===== config.mk =====
export PLATFORM = sky130hd
export DESIGN_NAME = wb_stage
export DESIGN_NICKNAME = d
export VERILOG_FILES = /design/src/rtl/lc3_pkg.sv /design/src/rtl/wb_nzp_gen.sv /design/src/rtl/wb_stage.sv
export SDC_FILE = /design/constraint.sdc
export NUM_CORES = 1
export LEC_CHECK = 0
export BUFFER_PORTS_ARGS = -buffer_cell sky130_fd_sc_hd__buf_2
export CAP_MARGIN = 10
export CELL_PAD_IN_SITES_DETAIL_PLACEMENT = 1
export CELL_PAD_IN_SITES_GLOBAL_PLACEMENT = 2
export CORE_MARGIN = 10
export CORE_UTILIZATION = 26
export CTS_CLUSTER_SIZE = 30
export DETAILED_ROUTE_END_ITERATION = 8
export GPL_ROUTABILITY_DRIVEN = 1
export PLACE_DENSITY_LB_ADDON = 0.1
export SETUP_SLACK_MARGIN = 0.05
export SYNTH_ARGS = -nofsm -noshare
export SYNTH_HDL_FRONTEND = slang
export SYNTH_SLANG_ARGS = --single-unit
export TNS_END_PERCENT = 1

===== constraint.sdc =====
create_clock -name clk -period 2.65 [get_ports clk]
set_input_delay 0.1325 -clock clk [delete_from_list [all_inputs] [get_ports clk]]
set_output_delay 0.1325 -clock clk [all_outputs]
set_load 0.005 [all_outputs]

===== src/rtl/lc3_pkg.sv =====
// -----------------------------------------------------------------------------
// lc3_pkg
// Shared LC3 definitions: datapath/register-index widths, writeback source
// select encoding, writeback FSM states and the one-hot NZP condition codes.
// -----------------------------------------------------------------------------
package lc3_pkg;

  localparam int DW = 16;  // datapath width
  localparam int RW = 3;   // register-index width (8 registers)

  // Writeback source select as presented by execute.
  typedef enum logic [1:0] {
    WSEL_ALU  = 2'b00,
    WSEL_PC   = 2'b01,
    WSEL_MEM  = 2'b10,
    WSEL_NONE = 2'b11
  } wsel_t;

  typedef enum logic {
    IDLE    = 1'b0,
    MEMWAIT = 1'b1
  } wb_state_t;

  // Condition codes, {N,Z,P}, always exactly one-hot.
  localparam logic [2:0] NZP_N = 3'b100;
  localparam logic [2:0] NZP_Z = 3'b010;
  localparam logic [2:0] NZP_P = 3'b001;

endpackage


===== src/rtl/wb_nzp_gen.sv =====
// -----------------------------------------------------------------------------
// wb_nzp_gen
// Combinational condition-code generator: classifies a DW-bit value as
// negative, zero or positive and returns the one-hot {N,Z,P} code.
// Ports:
//   data  in   DW  value being written to the register file
//   nzp   out  3   one-hot {N,Z,P}
// -----------------------------------------------------------------------------
module wb_nzp_gen #(
  parameter int DW = lc3_pkg::DW
) (
  input  logic [DW-1:0] data,
  output logic [2:0]    nzp
);
  import lc3_pkg::*;

  // Sign bit takes priority, so the result is one-hot by construction.
  always_comb begin
    if (data[DW-1])
      nzp = NZP_N;
    else if (data == '0)
      nzp = NZP_Z;
    else
      nzp = NZP_P;
  end

endmodule


===== src/rtl/wb_stage.sv =====
// -----------------------------------------------------------------------------
// wb_stage
// LC3 writeback stage. Accepts one retiring instruction per cycle from
// execute, selects the write value (ALU result, PC-derived value or load
// data), drives the register-file write port one cycle later and maintains
// the NZP condition codes. A load whose data has not arrived parks the stage
// in MEMWAIT and stalls execute through exe_ready.
//
// Optional build macro: WB_PERF_CNT_EN adds the retire and memory-wait
// performance counters (wb_retire_cnt, wb_memwait_cnt).
//
// Ports:
//   clk             in   1   clock, all state on rising edge
//   rst             in   1   asynchronous active-low reset
//   exe_valid       in   1   execute presents a retiring instruction
//   exe_ready       out  1   stage accepts this cycle
//   exe_wsel        in   2   write source: 00 ALU, 01 PC, 10 MEM, 11 none
//   exe_dr          in   RW  destination register
//   exe_aluout      in   DW  ALU result
//   exe_pcout       in   DW  PC/LEA value
//   mem_valid       in   1   mem_dout valid this cycle
//   mem_dout        in   DW  load data
//   rf_en           out  1   register-file write enable (one-cycle pulse)
//   rf_dr           out  RW  register-file destination
//   rf_din          out  DW  register-file write data
//   psr_nzp         out  3   condition codes {N,Z,P}
//   wb_busy         out  1   load pending (MEMWAIT)
//   wb_retire_cnt   out  16  accepted instructions   (WB_PERF_CNT_EN only)
//   wb_memwait_cnt  out  16  cycles spent in MEMWAIT (WB_PERF_CNT_EN only)
// -----------------------------------------------------------------------------
module wb_stage #(
  parameter int DW = lc3_pkg::DW,
  parameter int RW = lc3_pkg::RW
) (
  input  logic          clk,
  input  logic          rst,
  input  logic          exe_valid,
  output logic          exe_ready,
  input  logic [1:0]    exe_wsel,
  input  logic [RW-1:0] exe_dr,
  input  logic [DW-1:0] exe_aluout,
  input  logic [DW-1:0] exe_pcout,
  input  logic          mem_valid,
  input  logic [DW-1:0] mem_dout,
  output logic          rf_en,
  output logic [RW-1:0] rf_dr,
  output logic [DW-1:0] rf_din,
  output logic [2:0]    psr_nzp,
  output logic          wb_busy
`ifdef WB_PERF_CNT_EN
  ,
  output logic [15:0]   wb_retire_cnt,
  output logic [15:0]   wb_memwait_cnt
`endif
);
  import lc3_pkg::*;

  wb_state_t     state, state_nxt;
  wsel_t         wsel;
  logic          accept;
  logic          load_wait;   // accepted load whose data is not here yet
  logic          wr_en;
  logic [RW-1:0] wr_dr;
  logic [DW-1:0] wr_data;
  logic [2:0]    wr_nzp;
  logic [RW-1:0] ld_dr;       // destination of the load parked in MEMWAIT

  assign wsel   = wsel_t'(exe_wsel);
  assign accept = exe_valid && exe_ready;

  // ---------------------------------------------------------------------------
  // State register
  // ---------------------------------------------------------------------------
  // NOTE: every clocked block uses non-blocking assignments so all registers
  // update from the same pre-edge values regardless of evaluation order.
  always_ff @(posedge clk or negedge rst) begin
    if (!rst)
      state <= IDLE;
    else
      state <= state_nxt;
  end

  // ---------------------------------------------------------------------------
  // Next-state logic
  // ---------------------------------------------------------------------------
  // NOTE: each combinational block assigns defaults first, so no path leaves
  // an output unassigned and no latch is inferred.
  always_comb begin
    state_nxt = state;
    unique case (state)
      IDLE:    if (load_wait) state_nxt = MEMWAIT;
      MEMWAIT: if (mem_valid) state_nxt = IDLE;
      default: state_nxt = IDLE;
    endcase
  end

  // ---------------------------------------------------------------------------
  // Output / write-select logic
  // ---------------------------------------------------------------------------
  always_comb begin
    exe_ready = 1'b0;
    wb_busy   = 1'b0;
    load_wait = 1'b0;
    wr_en     = 1'b0;
    wr_dr     = exe_dr;
    wr_data   = exe_aluout;
    unique case (state)
      IDLE: begin
        // Reset gates the handshake so nothing is accepted while rst is low.
        exe_ready = rst;
        if (accept) begin
          unique case (wsel)
            WSEL_ALU: begin
              wr_en   = 1'b1;
              wr_data = exe_aluout;
            end
            WSEL_PC: begin
              wr_en   = 1'b1;
              wr_data = exe_pcout;
            end
            WSEL_MEM: begin
              if (mem_valid) begin
                wr_en   = 1'b1;
                wr_data = mem_dout;
              end else begin
                load_wait = 1'b1;
              end
            end
            default: ;  // store/branch: retire without a write
          endcase
        end
      end
      MEMWAIT: begin
        wb_busy = 1'b1;
        if (mem_valid) begin
          wr_en   = 1'b1;
          wr_dr   = ld_dr;
          wr_data = mem_dout;
        end
      end
      default: ;
    endcase
  end

  wb_nzp_gen #(.DW(DW)) u_nzp_gen (
    .data (wr_data),
    .nzp  (wr_nzp)
  );

  // ---------------------------------------------------------------------------
  // Register-file write port, condition codes and parked load destination
  // ---------------------------------------------------------------------------
  always_ff @(posedge clk or negedge rst) begin
    if (!rst) begin
      rf_en   <= 1'b0;
      rf_dr   <= '0;
      rf_din  <= '0;
      psr_nzp <= NZP_Z;
      ld_dr   <= '0;
    end else begin
      // rf_en follows the write decision every cycle, giving a one-cycle pulse.
      rf_en <= wr_en;
      if (wr_en) begin
        rf_dr   <= wr_dr;
        rf_din  <= wr_data;
        psr_nzp <= wr_nzp;
      end
      if (load_wait)
        ld_dr <= exe_dr;
    end
  end

`ifdef WB_PERF_CNT_EN
  // ---------------------------------------------------------------------------
  // Performance counters, free-running and wrapping at 16'hFFFF
  // ---------------------------------------------------------------------------
  always_ff @(posedge clk or negedge rst) begin
    if (!rst) begin
      wb_retire_cnt  <= '0;
      wb_memwait_cnt <= '0;
    end else begin
      if (accept)
        wb_retire_cnt <= wb_retire_cnt + 16'd1;
      if (state == MEMWAIT)
        wb_memwait_cnt <= wb_memwait_cnt + 16'd1;
    end
  end
`endif

endmodule


After elaboration in Yosys (flattened, before gate mapping) --
Index checks and enable logic that the tools add are counted.
Word-level totals: logic and storage cells 33, input bits 57, output and inout port bits 25, bits in registers 27
Operators by class: bitwise logic cells 1, equality and inequality tests 2, reductions and logical operators 4, mux-type cells 20
Operator list (count):
- 16-bit case mux with 2 select lines | 2
- 16-bit two-way mux | 2
- 16-bit zero test | 1
- 1-bit two-way mux | 9
- 3-bit two-way mux | 3
- 1-bit case mux with 2 select lines | 3
- 2-bit by 1-bit equality test with 1-bit output, second input constant | 1
- 2-bit equality test, second input constant | 1
- 2-bit zero test | 1
- 2-bit two-way mux | 1
- 2-bit OR reduction | 1
- 1-bit logical AND | 1
- 1-bit NOT | 1

Logic depth before layout (Yosys ltp) --
depth in word-level cells 7, gate-level depth with buffers 10, depth with buffers taken out 8

Modules after synthesis --
Synthesis repeated with hierarchy kept, for this count alone.
Unflattened totals: cells, all modules 179, area, all modules 1868.0 um2
Modules (own cells, without submodules):
- wb_stage | times used 1, area an instance 1818.0 um2, cells an instance 172, seq. area each 676.9 um2
- wb_nzp_gen | times used 1, area an instance 50.0 um2, cells an instance 7, seq. area each 0.0 um2

Least setup slack after synthesis --
Ideal clock, no wire load.
path type register to register, start register state, end register psr_nzp[0], data required time 2520 ps, stages on the path, launching flop included 8, clock period less this slack 2163 ps, arrival 2034 ps, library setup time 130 ps, path slack 487 ps, cells stage by stage dfrtp_1 buf_2 nand4b_2 a221oi_1 o31ai_1 or4_1 nor4_2 o21ai_0
Between the ends: longest elaborated chain between the ends 7
RTL lines:
- start, declared | line wb_stage.sv:58 | wb_state_t state, state_nxt;
- start signal, assigned | line wb_stage.sv:80 | state <= state_nxt;
- 1-bit two-way mux | line wb_stage.sv:107 | unique case (state)
- 1-bit logical AND | line wb_stage.sv:69 | assign accept = exe_valid && exe_ready;
- 16-bit two-way mux | line wb_stage.sv:111 | if (accept) begin
- 16-bit case mux with 2 select lines | line wb_stage.sv:107
- 16-bit zero test | line wb_nzp_gen.sv:21 | else if (data == '0)
- 2-bit two-way mux | line wb_nzp_gen.sv:21
- 3-bit two-way mux | line wb_nzp_gen.sv:19 | if (data[DW-1])
- end signal, assigned | line wb_stage.sv:166 | psr_nzp <= wr_nzp;
- end, declared | line wb_stage.sv:48 | output logic [2:0] psr_nzp,
Several ways; a longest one is shown, not always the timed one. A chain may end at the register's enable or synchronous reset.

Worst setup path after layout --
start input rst, end register psr_nzp[1]
Between the ends: longest elaborated chain between the ends 7
RTL lines:
- start, declared | line wb_stage.sv:36 | input logic rst,
- 1-bit two-way mux * | line wb_stage.sv:107
- 1-bit logical AND * | line wb_stage.sv:69
- 16-bit two-way mux | line wb_stage.sv:111
- 16-bit case mux with 2 select lines | line wb_stage.sv:107
- 16-bit zero test | line wb_nzp_gen.sv:21
- 2-bit two-way mux | line wb_nzp_gen.sv:21
- 3-bit two-way mux | line wb_nzp_gen.sv:19
Every way passes the cells marked *; elsewhere a longest branch is shown, timed or not.

==> metrics.txt <==
Post-Syn Instances=192; # IOs=82; WS Path Type=in -> reg; Setup Skew=8.878 ps; Netlist Area Pre-Place=0.001733 mm²; maximum vdd drop=0.2233 mV; sequential area share after synthesis=37.62%; final core utilization=36.28%; CP max FO=23; adder-cell share of the synthesized area=2.888%; Tot GR Track Use=12.62%; Critical Path AT=2620 ps; number of synthesized flops with an enable pin=0; Die H=101.6 µm; global-route wire length before repair=10550 µm; Hold Crit Class=in -> reg; total number of vias=1748; area delta synth->final=34.44%; Crit. End Element=flop; Initial Util=26.98%; CTS tree=done; Worst-Margin Slew=553.0 ps; number of synthesized register bits=26; Root Buffer=clkbuf_8; # nets final=335; ratio of cells with drive above 1 in the final layout=41.39%; largest family of logic cells by synthesized area=compound AO/OA/AOI/OAI gates; post-DP HPWL=5258 µm; clk buf depth=2; Syn Nets=253; Post-Synth Simple-Gate Area=15.81%; CP required=2870 ps; H-tree depth=1; status=complete, no violations; ys flop type=dfrtp_1; static leakage=1.119 nW; final period utilization=90.76%; Final min period=2405 ps; Clock transition at path regs=90 ps; # Post-CTS Setup Buffers=0; total grt overflow=0; pre-CTS setup slack=188.3 ps; First-pass DRT Iterations=4; PortBufs=81; gpl congestion=0.7331; Relative slew margins=62.85%; mux cell area share after synthesis=16.32%; via/cell ratio=4.994; row count=29; iteration-0 DRC count of the detailed router=37; die footprint=0.01033 mm²; post-synthesis area per instance=9.026 µm²; RSZ-0062 raised after global routing=false; total CTS buffers=3; clock sinks=26; Wirelength per Cell=18.55 µm; vias in the first global route=2059; Fillers=788; largest net degree at the start of global routing=29; Synth async-reset ratio=100.0%; DRC Markers=0; Antenna Cells=0; Setup WS post-layout=244.9 ps; antenna violations before repair=0; fmax=415.8 MHz; Final Slew Violations=0; Die Width=101.6 µm; Setup Viol. Count Final=0; post-synthesis xor/xnor area fraction=0%; YS warnings=0; setup TNS=0 ps; Synth cell types=35; CP Launch Type=input pin; worst skew pair latency=270 ps; final WL=6494 µm; Synth Area in Compound Gates=21.52%; Max-cap violations=0; Fin. Hold Viols=0; CORE AREA=0.006422 mm²; final antenna-violating net count=0; Pwr per Cell Area=559.1 mW/mm²; fin cells=350; Placed Cells=345
## metrics by stage
| step | hold WS (ps) | power (W) | cell area [µm²] |
|---|---|---|---|
| 2_1_floorplan | -163.1 | 0.0007577 | 1733 |
| 3_3_place_gp | 5.180 | 0.0009877 | 2246 |
| 3_5_place_dp | 3.550 | 0.0009874 | 2246 |
| 4_1_cts | 105.8 | 0.001328 | 2327 |
| 5_1_grt | 109.1 | 0.001397 | 2330 |
| 6_report | 109.1 | 0.001303 | 2330 |
## flip-flops by register name, indices dropped and copies added (netlist names)
name     cells
state        1
psr_nzp      3
ld_dr        3
rf_en        1
rf_dr        3
rf_din      15
## cell usage in the layout, fill, tap and decap left out, types with 2 or more instances in the layout
master | Yosys | layout
buf_2 | 3 | 80
nand2_1 | 34 | 34
dfrtp_1 | 25 | 25
nor2_1 | 19 | 19
mux2i_1 | 14 | 14
buf_4 | 1 | 12
a21oi_1 | 11 | 11
o211ai_1 | 10 | 10
o311ai_0 | 10 | 10
mux2_2 | 9 | 9
inv_1 | 5 | 5
o21ai_0 | 5 | 5
a221oi_1 | 4 | 4
o31ai_1 | 4 | 4
ha_1 | 4 | 4
nand4_1 | 3 | 3
clkbuf_8 | 0 | 3
o31a_1 | 2 | 2
mux2_4 | 2 | 2
## cell type report
class / count / area [µm²] / share of cell area (%)
multi-input cells: 143 / 979.7 / 42.05
flip-flops and latches: 26 / 651.9 / 27.98
repair buffers: 94 / 508.0 / 21.80
well taps: 77 / 96.34 / 4.135
clock buffers: 3 / 41.29 / 1.772
clock inverters: 1 / 30.03 / 1.289
inverters: 6 / 22.52 / 0.9667
## where the power goes
group	internal (W)	total (W)	leakage, nW	switching, W
clock	0.000202	0.000332	0.0357	0.000130
combinational	0.000207	0.000419	0.778	0.000212
sequential	0.000498	0.000552	0.305	0.0000538
## critical path, cell delays in order
cell           delay [ps]
dlygate4sd3_1         530
clkbuf_4              200
and4b_1               240
buf_4                 220
nor2_1                110
o31ai_1                80
or4_1                 590
nor4_2                340
a22o_1                170
## timing repair
action / CTS / global route
gates resized for setup: 0 / 1
endpoints found under the hold margin: 6 / 0
setup endpoints to repair: 0 / 2
hold buffers: 1 / 0
## logic make-up (layout without fill, tap and decap cells)
group	after synthesis	after routing
buffers and inverters	23	104
AND/OR/NAND/NOR	62	62
flip-flops	26	26
AO/OA/AOI/OAI	51	51
adder cells (fa/ha/maj)	4	4
multiplexers	26	26
## synth_stat cells, types with 2 or more instances
| cell type | n | share of area (%) |
|---|---|---|
| nand4_1 | 3 | 1.1 |
| o211ai_1 | 10 | 4.3 |
| mux2_2 | 9 | 5.8 |
| ha_1 | 4 | 2.9 |
| a21oi_1 | 11 | 3.2 |
| clkbuf_1 | 10 | 2.2 |
| o31a_1 | 2 | 1.0 |
| a221oi_1 | 4 | 2.0 |
| mux2_4 | 2 | 1.7 |
| o311ai_0 | 10 | 5.1 |
| o31ai_1 | 4 | 1.7 |
| o21ai_0 | 5 | 1.4 |
| buf_2 | 3 | 0.87 |
| mux2i_1 | 14 | 8.1 |
| nor2_1 | 19 | 4.1 |
| inv_1 | 5 | 1.1 |
| dfrtp_1 | 25 | 36 |
| nand2_1 | 34 | 7.4 |
| buf_1 | 2 | 0.43 |
## layer usage
layer  GRT usage (%)  vias up  part of all wire, %
li1                -      866                    -
met1           14.73      829                   43
met2           22.27       49                   49
met3           4.016        4                  7.3
met4           2.200        0                 0.82
met5               0        -                    0
## final timing paths
check	cells past startpoint	slack, ps	startpoint	endpoint
worst max-delay path	9	240	rst	psr_nzp[1]$_DFFE_PN1P_
worst min-delay path	2	110	exe_dr[1]	ld_dr[1]$_DFFE_PN0P_
worst max register to register	6	400	state$_DFF_PN0_	psr_nzp[1]$_DFFE_PN1P_
worst min register to register	2	490	rf_dr[2]$_DFFE_PN0P_	rf_dr[2]$_DFFE_PN0P_
max in group asynchronous	3	1860	rst	psr_nzp[1]$_DFFE_PN1P_
min in group asynchronous	2	240	rst	rf_din[0]$_DFFE_PN0P_
Note: power is estimated with default switching activity, not from simulation.
